File: src/rtl/ifu_fetch_pkg.sv
// Shared types and defaults for the instruction fetch unit.
// State encoding is 3 bits to match the existing decode-side debug views.
package ifu_fetch_pkg;

    localparam logic [63:0] IFU_PC_INIT  = 64'h8000_0000;
    localparam int          IFU_INST_LEN = 4;

    typedef enum logic [2:0] {
        S_IDLE = 3'd0,
        S_REQ  = 3'd1,
        S_WAIT = 3'd2,
        S_OUT  = 3'd3,
        S_DROP = 3'd4
    } ifu_state_e;

endpackage

File: src/rtl/ifu_fetch_word_sel.sv
// Picks the 32-bit instruction half of a 64-bit fetch beat and flags a PC
// that is not 4-byte aligned.
module ifu_word_sel (
    input  logic [2:0]  pc_lo,
    input  logic [63:0] data,
    output logic [31:0] word,
    output logic        misaligned
);

    assign word       = pc_lo[2] ? data[63:32] : data[31:0];
    assign misaligned = (pc_lo[1:0] != 2'b00);

endmodule

File: src/rtl/ifu_fetch.sv
// Instruction fetch: owns the PC, issues one outstanding 64-bit read at a time,
// hands the selected word to decode, and discards responses made stale by redirects.
module ifu_fetch
    import ifu_fetch_pkg::*;
#(
    parameter int              XLEN     = 64,
    parameter logic [XLEN-1:0] PC_INIT  = XLEN'(IFU_PC_INIT),
    parameter int              INST_LEN = IFU_INST_LEN
) (
    input  logic            clk,
    input  logic            rst,
    input  logic            redirect_valid,
    input  logic [XLEN-1:0] redirect_pc,
    output logic            mem_req_valid,
    input  logic            mem_req_ready,
    output logic [XLEN-1:0] mem_req_addr,
    input  logic            mem_resp_valid,
    input  logic [63:0]     mem_resp_data,
    input  logic            mem_resp_err,
    output logic            inst_valid,
    input  logic            inst_ready,
    output logic [31:0]     inst,
    output logic [XLEN-1:0] inst_pc,
    output logic            inst_fault
);

    ifu_state_e      state;
    logic [XLEN-1:0] pc;
    logic [XLEN-1:0] npc;
    logic            drop;
    logic            enter_req;
    logic [31:0]     sel_word;
    logic            npc_misaligned;

    // npc is the value pc takes this edge; redirect always beats the sequential step.
    always_comb begin
        npc = pc;
        if (redirect_valid)
            npc = redirect_pc;
        else if (state == S_OUT && inst_ready)
            npc = pc + XLEN'(INST_LEN);
    end

    always_comb begin
        enter_req = 1'b0;
        case (state)
            S_IDLE:  enter_req = !redirect_valid;
            S_REQ:   enter_req = !mem_req_valid && redirect_valid;
            S_WAIT:  enter_req = mem_resp_valid && redirect_valid;
            S_OUT:   enter_req = redirect_valid || inst_ready;
            S_DROP:  enter_req = mem_resp_valid;
            default: enter_req = 1'b0;
        endcase
    end

    // In S_WAIT a response is only kept without a redirect, so npc equals pc there.
    ifu_word_sel u_word_sel (
        .pc_lo      (npc[2:0]),
        .data       (mem_resp_data),
        .word       (sel_word),
        .misaligned (npc_misaligned)
    );

    always_ff @(posedge clk or negedge rst) begin
        if (!rst) begin
            state         <= S_IDLE;
            pc            <= PC_INIT;
            drop          <= 1'b0;
            mem_req_valid <= 1'b0;
            mem_req_addr  <= {PC_INIT[XLEN-1:3], 3'b000};
            inst_valid    <= 1'b0;
            inst          <= 32'h0;
            inst_pc       <= '0;
            inst_fault    <= 1'b0;
        end else begin
            pc <= npc;
            case (state)
                S_IDLE, S_DROP: ;
                S_REQ: begin
                    // A misaligned entry never raised mem_req_valid; it becomes a faulting slot.
                    if (!mem_req_valid) begin
                        if (!redirect_valid) begin
                            state      <= S_OUT;
                            inst_valid <= 1'b1;
                            inst       <= 32'h0;
                            inst_pc    <= pc;
                            inst_fault <= 1'b1;
                        end
                    end else if (mem_req_ready) begin
                        mem_req_valid <= 1'b0;
                        drop          <= 1'b0;
                        state         <= (redirect_valid || drop) ? S_DROP : S_WAIT;
                    end else if (redirect_valid) begin
                        drop <= 1'b1;
                    end
                end
                S_WAIT: begin
                    if (!redirect_valid) begin
                        if (mem_resp_valid) begin
                            state      <= S_OUT;
                            inst_valid <= 1'b1;
                            inst       <= sel_word;
                            inst_pc    <= pc;
                            inst_fault <= mem_resp_err;
                        end
                    end else if (!mem_resp_valid) begin
                        state <= S_DROP;
                    end
                end
                S_OUT: if (enter_req) inst_valid <= 1'b0;
                default: state <= S_IDLE;
            endcase

            if (enter_req) begin
                state         <= S_REQ;
                mem_req_valid <= !npc_misaligned;
                mem_req_addr  <= {npc[XLEN-1:3], 3'b000};
            end
        end
    end

endmodule
File: config.mk
export PLATFORM = sky130hd
export DESIGN_NAME = ifu_fetch
export DESIGN_NICKNAME = d
export VERILOG_FILES = /design/src/rtl/ifu_fetch_pkg.sv /design/src/rtl/ifu_fetch_word_sel.sv /design/src/rtl/ifu_fetch.sv
export SDC_FILE = /design/constraint.sdc
export NUM_CORES = 1
export LEC_CHECK = 0
export BUFFER_PORTS_ARGS = -buffer_cell sky130_fd_sc_hd__buf_4
export CAP_MARGIN = 20
export CORE_ASPECT_RATIO = 1.4
export CORE_UTILIZATION = 53
export CTS_CLUSTER_DIAMETER = 40
export DETAILED_ROUTE_END_ITERATION = 7
export HOLD_SLACK_MARGIN = 0.02
export PLACE_DENSITY = 0.81
export SYNTH_ARGS = -nofsm -noshare
export SYNTH_HDL_FRONTEND = slang
export SYNTH_HIERARCHICAL = 1
export SYNTH_SLANG_ARGS = --single-unit
File: constraint.sdc
create_clock -name clk -period 3.2 [get_ports clk]
set_input_delay 0.16 -clock clk [delete_from_list [all_inputs] [get_ports clk]]
set_output_delay 0.16 -clock clk [all_outputs]
set_load 0.01 [all_outputs]
==> results.tsv, run 1 <==
stage	metric	value	unit
detailed_routing	routedWlPerCell	20.8	um
clocking	cts_htree_levels	1	
floorplanning	initial_utilization	0.542	
setup_path	path_buf_inv	2	
place	dp_slack	460	ps
global_routing	grt_pass1_wl	57100	um
clocking	cts_made_buffers	25	
global_routing	grt_pass1_vias	10600	
setup_path	worstPathCellList	and4b_1 > xnor2_1 > o21ai_4 > buf_6 > mux2_4 > dlygate4sd3_1 > nand3_1 > nand2_1	
synthesis	ys_types	59	
timing	hold_viol	0	
global_routing	grt_max_degree	80	
place	dp_hpwl	22200	um
timing	slew_violations	0	
setup_path	worstPathArrival	3400	ps
clocking	clk_latency	520	ps
synthesis	ys_seq_elements	228	
pwr	p_per_area	865	nW/um^2
global_routing	grt_antenna_before_repair	1	
timing	whs	48.1	ps
detailed_routing	drc_errors	0	
setup_path	slowest_delay	570	ps
floorplanning	core_area	19900	um^2
timing	setup_viol	0	
finish	utilization	0.770	
timing	rsz0062_at_grt	false	
timing	fin_crit_sh	0.958	
clocking	clk_path_buf_depth	3	
outcome	status	complete, no violations	
synthesis	syn_area_per_cell	9.95	um^2
finish	drive_above_1_share	0.308	
detailed_routing	num_vias	10300	
synthesis	syn-cell-area	10800	um^2
setup_path	crit_slowest_cell	dlygate4sd3_1	
clocking	cts-root-buf	clkbuf_16	
global_routing	overflow	0	
timing	max_freq	326	MHz
timing	maxSlewHeadroom	0.440	
synthesis	synth_ff_type	dfrtp_1	
setup_path	critPathTopFamily	buffers and inverters	
setup_path	required	3540	ps
finish	areaGrowthSynthToFinish	41.9	%
synthesis	synth_commonest_cells	313 x nand2_1, 226 x dfrtp_1, 59 x nand3_1, 57 x mux2_2, 54 x clkbuf_1	
min_path	min_path_type	in -> reg	
synthesis	yosys.cell_count.top_type	nand2_1	
detailed_routing	ant_nets	0	
setup_path	crit_fanout	32	
floorplanning	fp.dieArea	21000	um^2
global_routing	grt_usage	0.357	
detailed_routing	drtIter0Drc	771	
synthesis	synth_area_leaders	dfrtp_1 52%, nand2_1 11%, mux2_2 5.9%	
detailed_routing	firstDrtPassIters	5	
timing	final.setup.tns	0	ps
synthesis	ys_warn_count	6	
timing	layout_setup_ws	134	ps
pwr	power_leakage	7.45	nW
synthesis	synth_top_area_cell	dfrtp_1	
timing	tightest_slew	833	ps
clocking	cts_tree	built	
synthesis	postSynthCellCount	1086	
synthesis	async_reset_ff_frac	1.00	
setup_path	crit_type	reg -> reg	
setup_path	cp-start-kind	flop	
synthesis	yosysSeqAreaShare	0.528	
synthesis	synth_top_area_share	0.523	
pwr	irDropWorstVdd	0.610	mV
timing	layout_min_cycle_time	3070	ps
floorplanning	io_pins	298	
floorplanning	die_y	171	um
detailed_routing	finalWirelength	36600	um
timing	skew	14.6	ps
run	drv_cap	0	
setup_path	crit_path_end_kind	flop	
place	gp_congestion	0.873	
clocking	clkTransAtPathRegs	70	ps
clocking	clock-sinks	228	
place	placed_cells	1590	
place	port-buffer-count	294	
detailed_routing	avgViaCountPerCell	5.88	
floorplanning	rows	61	
finish	fin_cells	1758	
synthesis	synth-edff-count	0	
floorplanning	die_x	123	um
finish	layout.nets	1624	
[cell usage in the layout, fill, tap and decap left out, types with 4 or more instances in the layout]
cell	Yosys	routed
dlygate4sd3_1	0	123
nor2_1	47	45
clkbuf_16	0	25
nand2_1	313	313
nor3_1	15	15
buf_12	3	5
o31ai_1	8	8
a31oi_1	5	5
nor4_1	16	16
mux2_4	31	31
xor2_1	31	31
a221o_1	10	10
mux2_2	57	57
dfrtp_1	226	226
o21ai_0	44	43
xnor2_1	19	19
a21oi_1	17	17
or3_1	7	7
o31a_1	6	6
and2_1	4	4
inv_1	10	10
nand3_1	59	59
and3_1	18	18
nand4_1	27	27
buf_4	3	308
[final cells by class]
cell class	count	area (um^2)
clock inverters	11	130
fillers	1207	4590
multi-input cells	784	4780
diodes	3	7.51
inverters	11	41.3
clock buffers	31	678
repair buffers	438	3670
flip-flops and latches	228	5710
well taps	252	315
[registers in the layout, indices dropped and copies added (netlist names)]
register and flops:
state 3, mem_req_addr 61, inst_pc 64, pc 64, inst_fault 1, inst 32
inst_valid 1, mem_req_valid 1, drop 1
[per-layer routing]
metal,vias to the layer above,GRT usage,wire [um]
li1,4527,-,-
met1,5057,0.398,13100
met2,581,0.596,18500
met3,170,0.102,2720
met4,0,0.222,2320
met5,-,0,0
[path summary, 6_finish.rpt]
| kind | start | end | slack [ps] | depth (start not counted) |
|---|---|---|---|---|
| setup reg to reg | state[2]$_DFFE_PN0P_ | inst[0]$_DFFE_PN0P_ | 130 | 8 |
| setup / recovery | state[2]$_DFFE_PN0P_ | inst[0]$_DFFE_PN0P_ | 130 | 8 |
| hold reg to reg | inst[22]$_DFFE_PN0P_ | inst[22]$_DFFE_PN0P_ | 480 | 2 |
| min in group asynchronous | rst | pc[9]$_DFF_PN0_ | 220 | 2 |
| max in group asynchronous | rst | inst_pc[49]$_DFFE_PN0P_ | 2050 | 3 |
| hold / removal | mem_resp_data[23] | inst[23]$_DFFE_PN0P_ | 50 | 4 |
[worst reg2reg max path, delay by kind of cell, from the launching register on]
kind	cells	cell delay (ps)
AO/OA/AOI/OAI	1	150
XOR/XNOR	1	140
flip-flops	1	520
AND/OR/NAND/NOR	3	750
buffers and inverters	2	970
multiplexers	1	360
[through the flow]
| step | area (um^2) | power, W |
|---|---|---|
| 2_1_floorplan | 10800 | 0.00747 |
| 3_3_place_gp | 13300 | 0.00986 |
| 6_report | 15300 | 0.0133 |
| 5_1_grt | 15300 | 0.0139 |
| 4_1_cts | 15300 | 0.0131 |
| 3_5_place_dp | 13300 | 0.0100 |
[power breakdown]
group | internal (W) | switching [W] | leakage [nW]
Sequential | 0.00395 | 0.000845 | 2.81
Clock | 0.00167 | 0.00120 | 0.395
Combinational | 0.00271 | 0.00288 | 4.24
[logic make-up (layout without fill, tap and decap cells)]
logic type | after synthesis | after routing | synth area share
buffers and inverters | 76 | 491 | 0.0343
AOI/OAI and AO/OA | 105 | 105 | 0.0628
xor gates and xnor gates | 50 | 50 | 0.0405
muxes | 90 | 90 | 0.104
other | 1 | 6 | 0.000347
adders and majority gates | 1 | 1 | 0.00116
DFF | 228 | 228 | 0.528
and+or+nand+nor | 535 | 535 | 0.228
[repair_timing]
item / in CTS / in global routing
setup endpoints to repair: 0 / 1
resized for setup: 0 / 1
endpoints found under the hold margin: 194 / 0
setup buffers: 0 / 0
hold buffers: 123 / 0
Note: power is estimated with default switching activity, not from simulation.
==> run 2: changes to the inputs <==
--- a/config.mk
+++ b/config.mk
@@ -8,11 +8,12 @@
 export BUFFER_PORTS_ARGS = -buffer_cell sky130_fd_sc_hd__buf_4
 export CAP_MARGIN = 20
 export CORE_ASPECT_RATIO = 1.4
-export CORE_UTILIZATION = 53
+export CORE_MARGIN = 2
+export CORE_UTILIZATION = 40
 export CTS_CLUSTER_DIAMETER = 40
 export DETAILED_ROUTE_END_ITERATION = 7
 export HOLD_SLACK_MARGIN = 0.02
-export PLACE_DENSITY = 0.81
+export PLACE_DENSITY_LB_ADDON = 0.2
 export SYNTH_ARGS = -nofsm -noshare
 export SYNTH_HDL_FRONTEND = slang
 export SYNTH_HIERARCHICAL = 1
==> run 2 against run 1 <==
Clock power grew 22%. Final area grew 3.1%. Non-clock buffer count grew 13. Via count shrank 7.0%. Sequential share of layout area shrank 1.1 points. Critical path depth is the same. Register-to-register slack gained 80 ps. Critical path type unchanged. Largest cell class unchanged. Largest power group unchanged.
==> results.tsv, run 2 (synthesized netlist as in run 1, its figures left out) <==
stage	metric	value	unit	change
outcome	status	complete, no violations		unchanged
setup_path	cp-start-kind	flop		unchanged
clocking	clk_path_buf_depth	3		unchanged
timing	setup_viol	0		unchanged
finish	final_common_cell	buf_4		was nand2_1
clocking	cts_made_buffers	30		was 25
place	dpl_cell_area	13400	um^2	was 13,300 um^2
timing	skew	8.45	ps	was 14.6 ps
setup_path	slowest_delay	570	ps	about the same
detailed_routing	drc_errors	0		unchanged
timing	tightest_slew	765	ps	was 833 ps
global_routing	grt_pass1_vias	9802		was 10,600
detailed_routing	finalWirelength	34200	um	was 36,600 um
timing	whs	47.1	ps	was 48.1 ps
timing	maxSlewHeadroom	0.490		was 0.440
finish	fill_cells	2284		was 1,207
place	port-buffer-count	294		unchanged
run	drv_cap	0		unchanged
finish	areaGrowthSynthToFinish	46.3	%	was 41.9%
timing	max_freq	334	MHz	was 326 MHz
floorplanning	fp.dieArea	28400	um^2	was 21,000 um^2
finish	n_antenna_cell	0		was 3
clocking	cts_resized	0		unchanged
setup_path	ff2ff_setup_slack	210	ps	was 130 ps
timing	final.setup.tns	0	ps	unchanged
detailed_routing	avgViaCountPerCell	5.07		was 5.88
setup_path	worstPathCellList	and4b_1 > xnor2_1 > o21ai_4 > buf_4 > mux2_2 > dlygate4sd3_1 > nand3_1 > nand2_1		was and4b_1 > xnor2_1 > o21ai_4 > buf_6 > mux2_4 > dlygate4sd3_1 > nand3_1 > nand2_1
finish	reg.largest.list	inst_pc: 64 flops, pc: 64 flops, mem_req_addr: 61 flops		unchanged
detailed_routing	drtIter0Drc	433		was 771
setup_path	path_buf_inv	2		unchanged
place	gp_congestion	0.831		was 0.873
timing	fin_crit_sh	0.934		was 0.958
clocking	clkTransAtPathRegs	60	ps	was 70 ps
detailed_routing	ant_nets	0		unchanged
setup_path	r2r-end	inst[31]$_DFFE_PN0P_		was inst[0]$_DFFE_PN0P_
place	dp_hpwl	22800	um	was 22,200 um
detailed_routing	routedWlPerCell	18.0	um	was 20.8 um
timing	layout_setup_ws	210	ps	was 134 ps
setup_path	reg2reg_depth	8		unchanged
pwr	irDropWorstVdd	0.445	mV	was 0.610 mV
clocking	cts-root-buf	clkbuf_16		unchanged
timing	hold_viol	0		unchanged
pwr	power_leakage	7.62	nW	was 7.45 nW
detailed_routing	met2WireLength	17100	um	was 18,500 um
timing	rsz0062_at_grt	false		unchanged
floorplanning	initial_utilization	0.404		was 0.542
setup_path	required	3630	ps	was 3540 ps
setup_path	crit_slowest_cell	dlygate4sd3_1		unchanged
setup_path	crit_path_end_kind	flop		unchanged
clocking	cts_tree	built		unchanged
setup_path	worstPathArrival	3420	ps	was 3400 ps
setup_path	crit_fanout	32		unchanged
min_path	min_to	inst_valid$_DFFE_PN0P_		was inst[23]$_DFFE_PN0P_
detailed_routing	num_vias	9616		was 10,300
detailed_routing	dr.max_layer_used	met4		unchanged
finish	drive_above_1_share	0.315		was 0.308
place	dp_slack	481	ps	was 460 ps
detailed_routing	wl_met3	1910	um	was 2720 um
clocking	clock-sinks	228		unchanged
min_path	worstHoldStart	inst_ready		was mem_resp_data[23]
timing	slew_violations	0		unchanged
global_routing	grt_max_degree	97		was 80
setup_path	r2r-start	state[1]$_DFFE_PN0P_		was state[2]$_DFFE_PN0P_
global_routing	overflow	0		unchanged
floorplanning	io_pins	298		unchanged
detailed_routing	firstDrtPassIters	5		unchanged
global_routing	grt_pass1_wl	52800	um	was 57,100 um
timing	layout_min_cycle_time	2990	ps	was 3070 ps
clocking	clk_latency	540	ps	was 520 ps
finish	layout_common_cells	316 x buf_4, 313 x nand2_1, 226 x dfrtp_1, 131 x dlygate4sd3_1, 59 x nand3_1		was 313 x nand2_1, 308 x buf_4, 226 x dfrtp_1, 123 x dlygate4sd3_1, 59 x nand3_1
min_path	min_path_type	in -> reg		unchanged
global_routing	grt_usage	0.236		was 0.357
floorplanning	core_area	26700	um^2	was 19,900 um^2
finish	stdcell_area	15800	um^2	was 15,300 um^2
floorplanning	die_x	143	um	was 123 um
setup_path	crit_type	reg -> reg		unchanged
min_path	hold-path-cell-count	4		unchanged
global_routing	grt_antenna_before_repair	0		was 1
detailed_routing	wl_met1	13900	um	was 13,100 um
clocking	cts_htree_levels	1		unchanged
setup_path	critPathTopFamily	buffers and inverters		unchanged
pwr	p_per_area	867	nW/um^2	was 865 nW/um^2
floorplanning	die_y	198	um	was 171 um
finish	layout.nets	1642		was 1,624
floorplanning	rows	71		was 61
[run 2: changes by cell type in the layout (fill, tap and decap cells not counted), moves of 2 or more]
| cell | before | now |
|---|---|---|
| buf_12 | 5 | 3 |
| buf_4 | 308 | 316 |
| clkbuf_16 | 25 | 31 |
| clkinv_2 | 2 | 0 |
| clkinv_4 | 3 | 6 |
| diode_2 | 3 | 0 |
| dlygate4sd3_1 | 123 | 131 |
| inv_6 | 3 | 7 |
[run 2: per-stage QoR]
stage / util / instances / total power, W
6_report: 0.591 / 1895 / 0.0137
5_1_grt: 0.591 / 1895 / 0.0145
4_1_cts: 0.591 / 1895 / 0.0138
3_5_place_dp: 0.502 / 1708 / 0.0101
3_3_place_gp: 0.502 / 1708 / 0.00998
2_1_floorplan: - / 1088 / 0.00747
[run 2: layout make-up]
class / instances / area [um^2] / area share
Multi-Input combinational cell: 784 / 4780 / 0.303
Clock inverter: 18 / 219 / 0.0139
Inverter: 11 / 41.3 / 0.00261
Tap cell: 365 / 457 / 0.0289
Sequential cell: 228 / 5710 / 0.361
Timing Repair Buffer: 451 / 3760 / 0.238
Clock buffer: 38 / 842 / 0.0533
[run 2: how the worst max path moves through the flow]
stage                          from                      endpoint  slack, ps  cells after the start
6_report       state[1]$_DFFE_PN0P_          inst[31]$_DFFE_PN0P_        210                      8
5_1_grt        state[1]$_DFFE_PN0P_          inst[31]$_DFFE_PN0P_         80                      8
4_1_cts        state[2]$_DFFE_PN0P_          inst[31]$_DFFE_PN0P_        230                      9
3_5_place_dp   state[1]$_DFFE_PN0P_  mem_req_addr[61]$_DFFE_PN0P_        480                      6
3_3_place_gp   state[1]$_DFFE_PN0P_  mem_req_addr[61]$_DFFE_PN0P_        570                      6
2_1_floorplan       pc[2]$_DFF_PN0_  mem_req_addr[54]$_DFFE_PN0P_        690                      7
[run 2: routing by layer]
metal | vias up | track usage
li1 | 4580 | -
met4 | 0 | 0.0935
met1 | 4631 | 0.290
met5 | - | 0
met3 | 78 | 0.0356
met2 | 327 | 0.415
[run 2: tightest hold or removal path: stages]
cell and delay, ps:
buf_4 140, inv_1 50, a21boi_0 60, o21ai_0 140
[run 2: repair_timing]
item,CTS,global route
endpoints found under the setup margin,0,0
setup buffers,0,0
hold buffers,131,0
hold endpoints to repair,238,0
[run 2: where the power goes]
part / switching [W] / internal (W) / total, W
clock network: 0.00135 / 0.00214 / 0.00349
registers: 0.000750 / 0.00395 / 0.00470
logic: 0.00279 / 0.00272 / 0.00551
==> run 3: changes to the inputs <==
--- a/config.mk
+++ b/config.mk
@@ -16,5 +16,4 @@
 export PLACE_DENSITY_LB_ADDON = 0.2
 export SYNTH_ARGS = -nofsm -noshare
 export SYNTH_HDL_FRONTEND = slang
-export SYNTH_HIERARCHICAL = 1
 export SYNTH_SLANG_ARGS = --single-unit
==> run 3 against run 2 <==
Clock-buffer cell count rose by 1. Synthesized cell count is 15% lower. Global-route usage is 0.74 points lower. Via count is 9.2% lower. Routed wire length fell by 7.2%. Register-to-register slack better by 160 ps. Utilization grew 1.5 points. Total power shrank 6.4%. Final area shrank 2.7%. Critical path depth unchanged. Maximum frequency increased by 5.6%.
==> results.tsv, run 3 <==
stage	metric	value	unit	change
outcome	status	complete, no violations		unchanged
synthesis	ys_types	48		was 59
detailed_routing	avgViaCountPerCell	5.16		was 5.07
timing	final.setup.tns	0	ps	unchanged
setup_path	r2r-end	inst[20]$_DFFE_PN0P_		was inst[31]$_DFFE_PN0P_
timing	fin_crit_sh	0.885		was 0.934
pwr	power_leakage	7.15	nW	was 7.62 nW
synthesis	syn-cell-area	10300	um^2	was 10,800 um^2
detailed_routing	ant_nets	0		unchanged
clocking	clk_latency	550	ps	was 540 ps
detailed_routing	drc_errors	0		unchanged
floorplanning	rows	69		was 71
place	dp_slack	479	ps	was 481 ps
global_routing	overflow	0		unchanged
finish	drive_above_1_share	0.357		was 0.315
place	dp_hpwl	21000	um	was 22,800 um
timing	layout_min_cycle_time	2830	ps	was 2990 ps
setup_path	setup.worst_path.start	state[2]$_DFFE_PN0P_		was state[1]$_DFFE_PN0P_
global_routing	grt_usage	0.229		was 0.236
clocking	cts_tree	built		unchanged
detailed_routing	finalWirelength	31700	um	was 34,200 um
place	port-buffer-count	294		unchanged
timing	hold_viol	0		unchanged
clocking	cts_made_buffers	30		unchanged
global_routing	grt_pass1_wl	49900	um	was 52,800 um
setup_path	reg2reg_depth	8		unchanged
global_routing	grt_antenna_before_repair	0		unchanged
clocking	cts_htree_levels	1		unchanged
detailed_routing	firstDrtPassIters	4		was 5
pwr	irDropWorstVdd	0.542	mV	was 0.445 mV
timing	tightest_slew	961	ps	was 765 ps
clocking	clk_path_buf_depth	3		unchanged
synthesis	synth_ff_type	dfrtp_1		unchanged
timing	maxSlewHeadroom	0.359		was 0.490
place	placed_cells	1504		was 1,708
clocking	cts-root-buf	clkbuf_16		unchanged
synthesis	synth_area_leaders	dfrtp_1 55%, mux2_2 12%, nand2_1 4.0%		was dfrtp_1 52%, nand2_1 11%, mux2_2 5.9%
synthesis	postSynthCellCount	924		was 1,086
global_routing	grt_max_degree	101		was 97
setup_path	crit_type	reg -> reg		unchanged
timing	slew_violations	0		unchanged
synthesis	async_reset_ff_frac	1.00		unchanged
floorplanning	die_y	194	um	was 198 um
setup_path	cp-start-kind	flop		unchanged
setup_path	r2r-start	state[2]$_DFFE_PN0P_		was state[1]$_DFFE_PN0P_
finish	fin_cells	1692		was 1,895
finish	reg.largest.list	inst_pc: 64 flops, pc: 64 flops, mem_req_addr: 61 flops		unchanged
finish	layout.nets	1485		was 1,642
floorplanning	io_pins	298		unchanged
clocking	clock-sinks	228		unchanged
synthesis	ys_warn_count	0		was 6
finish	fill_cells	2089		was 2,284
floorplanning	die_x	140	um	was 143 um
place	gp_congestion	0.813		was 0.831
synthesis	synth-edff-count	0		unchanged
synthesis	synth_top_area_share	0.548		was 0.523
detailed_routing	routedWlPerCell	18.8	um	was 18.0 um
finish	final_common_cell	buf_4		unchanged
floorplanning	fp.dieArea	27100	um^2	was 28,400 um^2
synthesis	yosysSeqAreaShare	0.553		was 0.528
finish	areaGrowthSynthToFinish	48.9	%	was 46.3%
timing	rsz0062_at_grt	false		unchanged
clocking	clkTransAtPathRegs	60	ps	about the same
pwr	p_per_area	834	nW/um^2	was 867 nW/um^2
synthesis	yosys.cell_count.top_type	dfrtp_1		was nand2_1
setup_path	worstPathArrival	3200	ps	was 3420 ps
timing	layout_setup_ws	369	ps	was 210 ps
setup_path	required	3570	ps	was 3630 ps
synthesis	synth_top_area_cell	dfrtp_1		unchanged
timing	skew	22.5	ps	was 8.45 ps
clocking	post_cts_buffers	0		unchanged
detailed_routing	drtIter0Drc	340		was 433
global_routing	grt_pass1_vias	9168		was 9,802
setup_path	critPathCapture	inst[20]$_DFFE_PN0P_		was inst[31]$_DFFE_PN0P_
synthesis	synth_commonest_cells	226 x dfrtp_1, 110 x nand2_1, 108 x mux2_2, 73 x o21ai_0, 56 x nor2_1		was 313 x nand2_1, 226 x dfrtp_1, 59 x nand3_1, 57 x mux2_2, 54 x clkbuf_1
setup_path	crit_fanout	32		unchanged
finish	layout_common_cells	310 x buf_4, 226 x dfrtp_1, 132 x dlygate4sd3_1, 109 x nand2_1, 108 x mux2_2		was 316 x buf_4, 313 x nand2_1, 226 x dfrtp_1, 131 x dlygate4sd3_1, 59 x nand3_1
timing	whs	181	ps	was 47.1 ps
synthesis	syn_area_per_cell	11.2	um^2	was 9.95 um^2
min_path	min_path_type	in -> reg		unchanged
floorplanning	initial_utilization	0.407		was 0.404
setup_path	crit_path_end_kind	flop		unchanged
timing	setup_viol	0		unchanged
floorplanning	core_area	25400	um^2	was 26,700 um^2
run	drv_cap	0		unchanged
timing	max_freq	353	MHz	was 334 MHz
finish	n_antenna_cell	0		unchanged
setup_path	ff2ff_setup_slack	370	ps	was 210 ps
detailed_routing	num_vias	8731		was 9,616
synthesis	ys_seq_elements	228		unchanged
[run 3: logic make-up after synthesis]
logic type                 synth area share
DFF                                   0.553
other                              0.000363
and+or+nand+nor                       0.142
adders and majority gates           0.00121
buffers and inverters                0.0264
xor gates and xnor gates             0.0492
muxes                                 0.153
AOI/OAI and AO/OA                    0.0756
[run 3: report_power, final]
part / switching (W) / leakage, nW / internal (W)
clock network: 0.00131 / 0.516 / 0.00232
logic: 0.00219 / 3.85 / 0.00249
registers: 0.000659 / 2.78 / 0.00386
total: 0.00416 / 7.15 / 0.00867
[run 3: repair_timing]
| action | 4_1_cts | 5_1_grt |
|---|---|---|
| hold endpoints to repair | 252 | 0 |
| resized for setup | 0 | 0 |
| hold buffers | 132 | 0 |
[run 3: worst min-delay path by stage]
stage                   startpoint              endpoint  slack, ps  depth (start not counted)
finish              mem_resp_valid  state[0]$_DFFE_PN0P_        180                          4
global route        mem_resp_valid  state[0]$_DFFE_PN0P_        230                          4
CTS                 mem_resp_valid  state[0]$_DFFE_PN0P_        160                          4
detailed placement             rst      pc[14]$_DFF_PN0_        260                          1
global placement               rst      pc[14]$_DFF_PN0_        250                          1
floorplan                      rst      drop$_DFFE_PN0P_       -140                          0
[run 3: layout make-up]
cell class              count  area [um^2]  share of cell area
well taps                 319          399              0.0260
multi-input cells         630         4400               0.286
inverters                  13         48.8             0.00317
clock buffers              39          826              0.0537
repair buffers            446         3720               0.242
clock inverters            17          269              0.0175
flip-flops and latches    228         5710               0.371
[run 3: metal layers]
| layer | vias to the layer above | track usage | part of all wire | wire length, um |
|---|---|---|---|---|
| li1 | 4119 | - | - | - |
| met1 | 4273 | 0.277 | 0.40 | 12600 |
| met2 | 282 | 0.407 | 0.51 | 16300 |
| met3 | 57 | 0.0452 | 0.061 | 1940 |
| met4 | 0 | 0.0741 | 0.027 | 871 |
| met5 | - | 0 | 0 | 0 |
[run 3: critical path, cell delays in order (launching register included)]
cell and delay [ps]:
dfrtp_1 500, and4b_1 390, xnor2_1 140, nor2_1 80, a21oi_4 140, buf_4 470, mux2i_1 270, dlygate4sd3_1 580
o21ai_0 90
[run 3: through the flow]
stage / total power [W] / area (um^2) / util
2_1_floorplan: 0.00675 / 10300 / -
3_3_place_gp: 0.00900 / 13000 / 0.511
3_5_place_dp: 0.00908 / 13000 / 0.511
4_1_cts: 0.0129 / 15400 / 0.606
5_1_grt: 0.0135 / 15400 / 0.606
6_report: 0.0128 / 15400 / 0.606
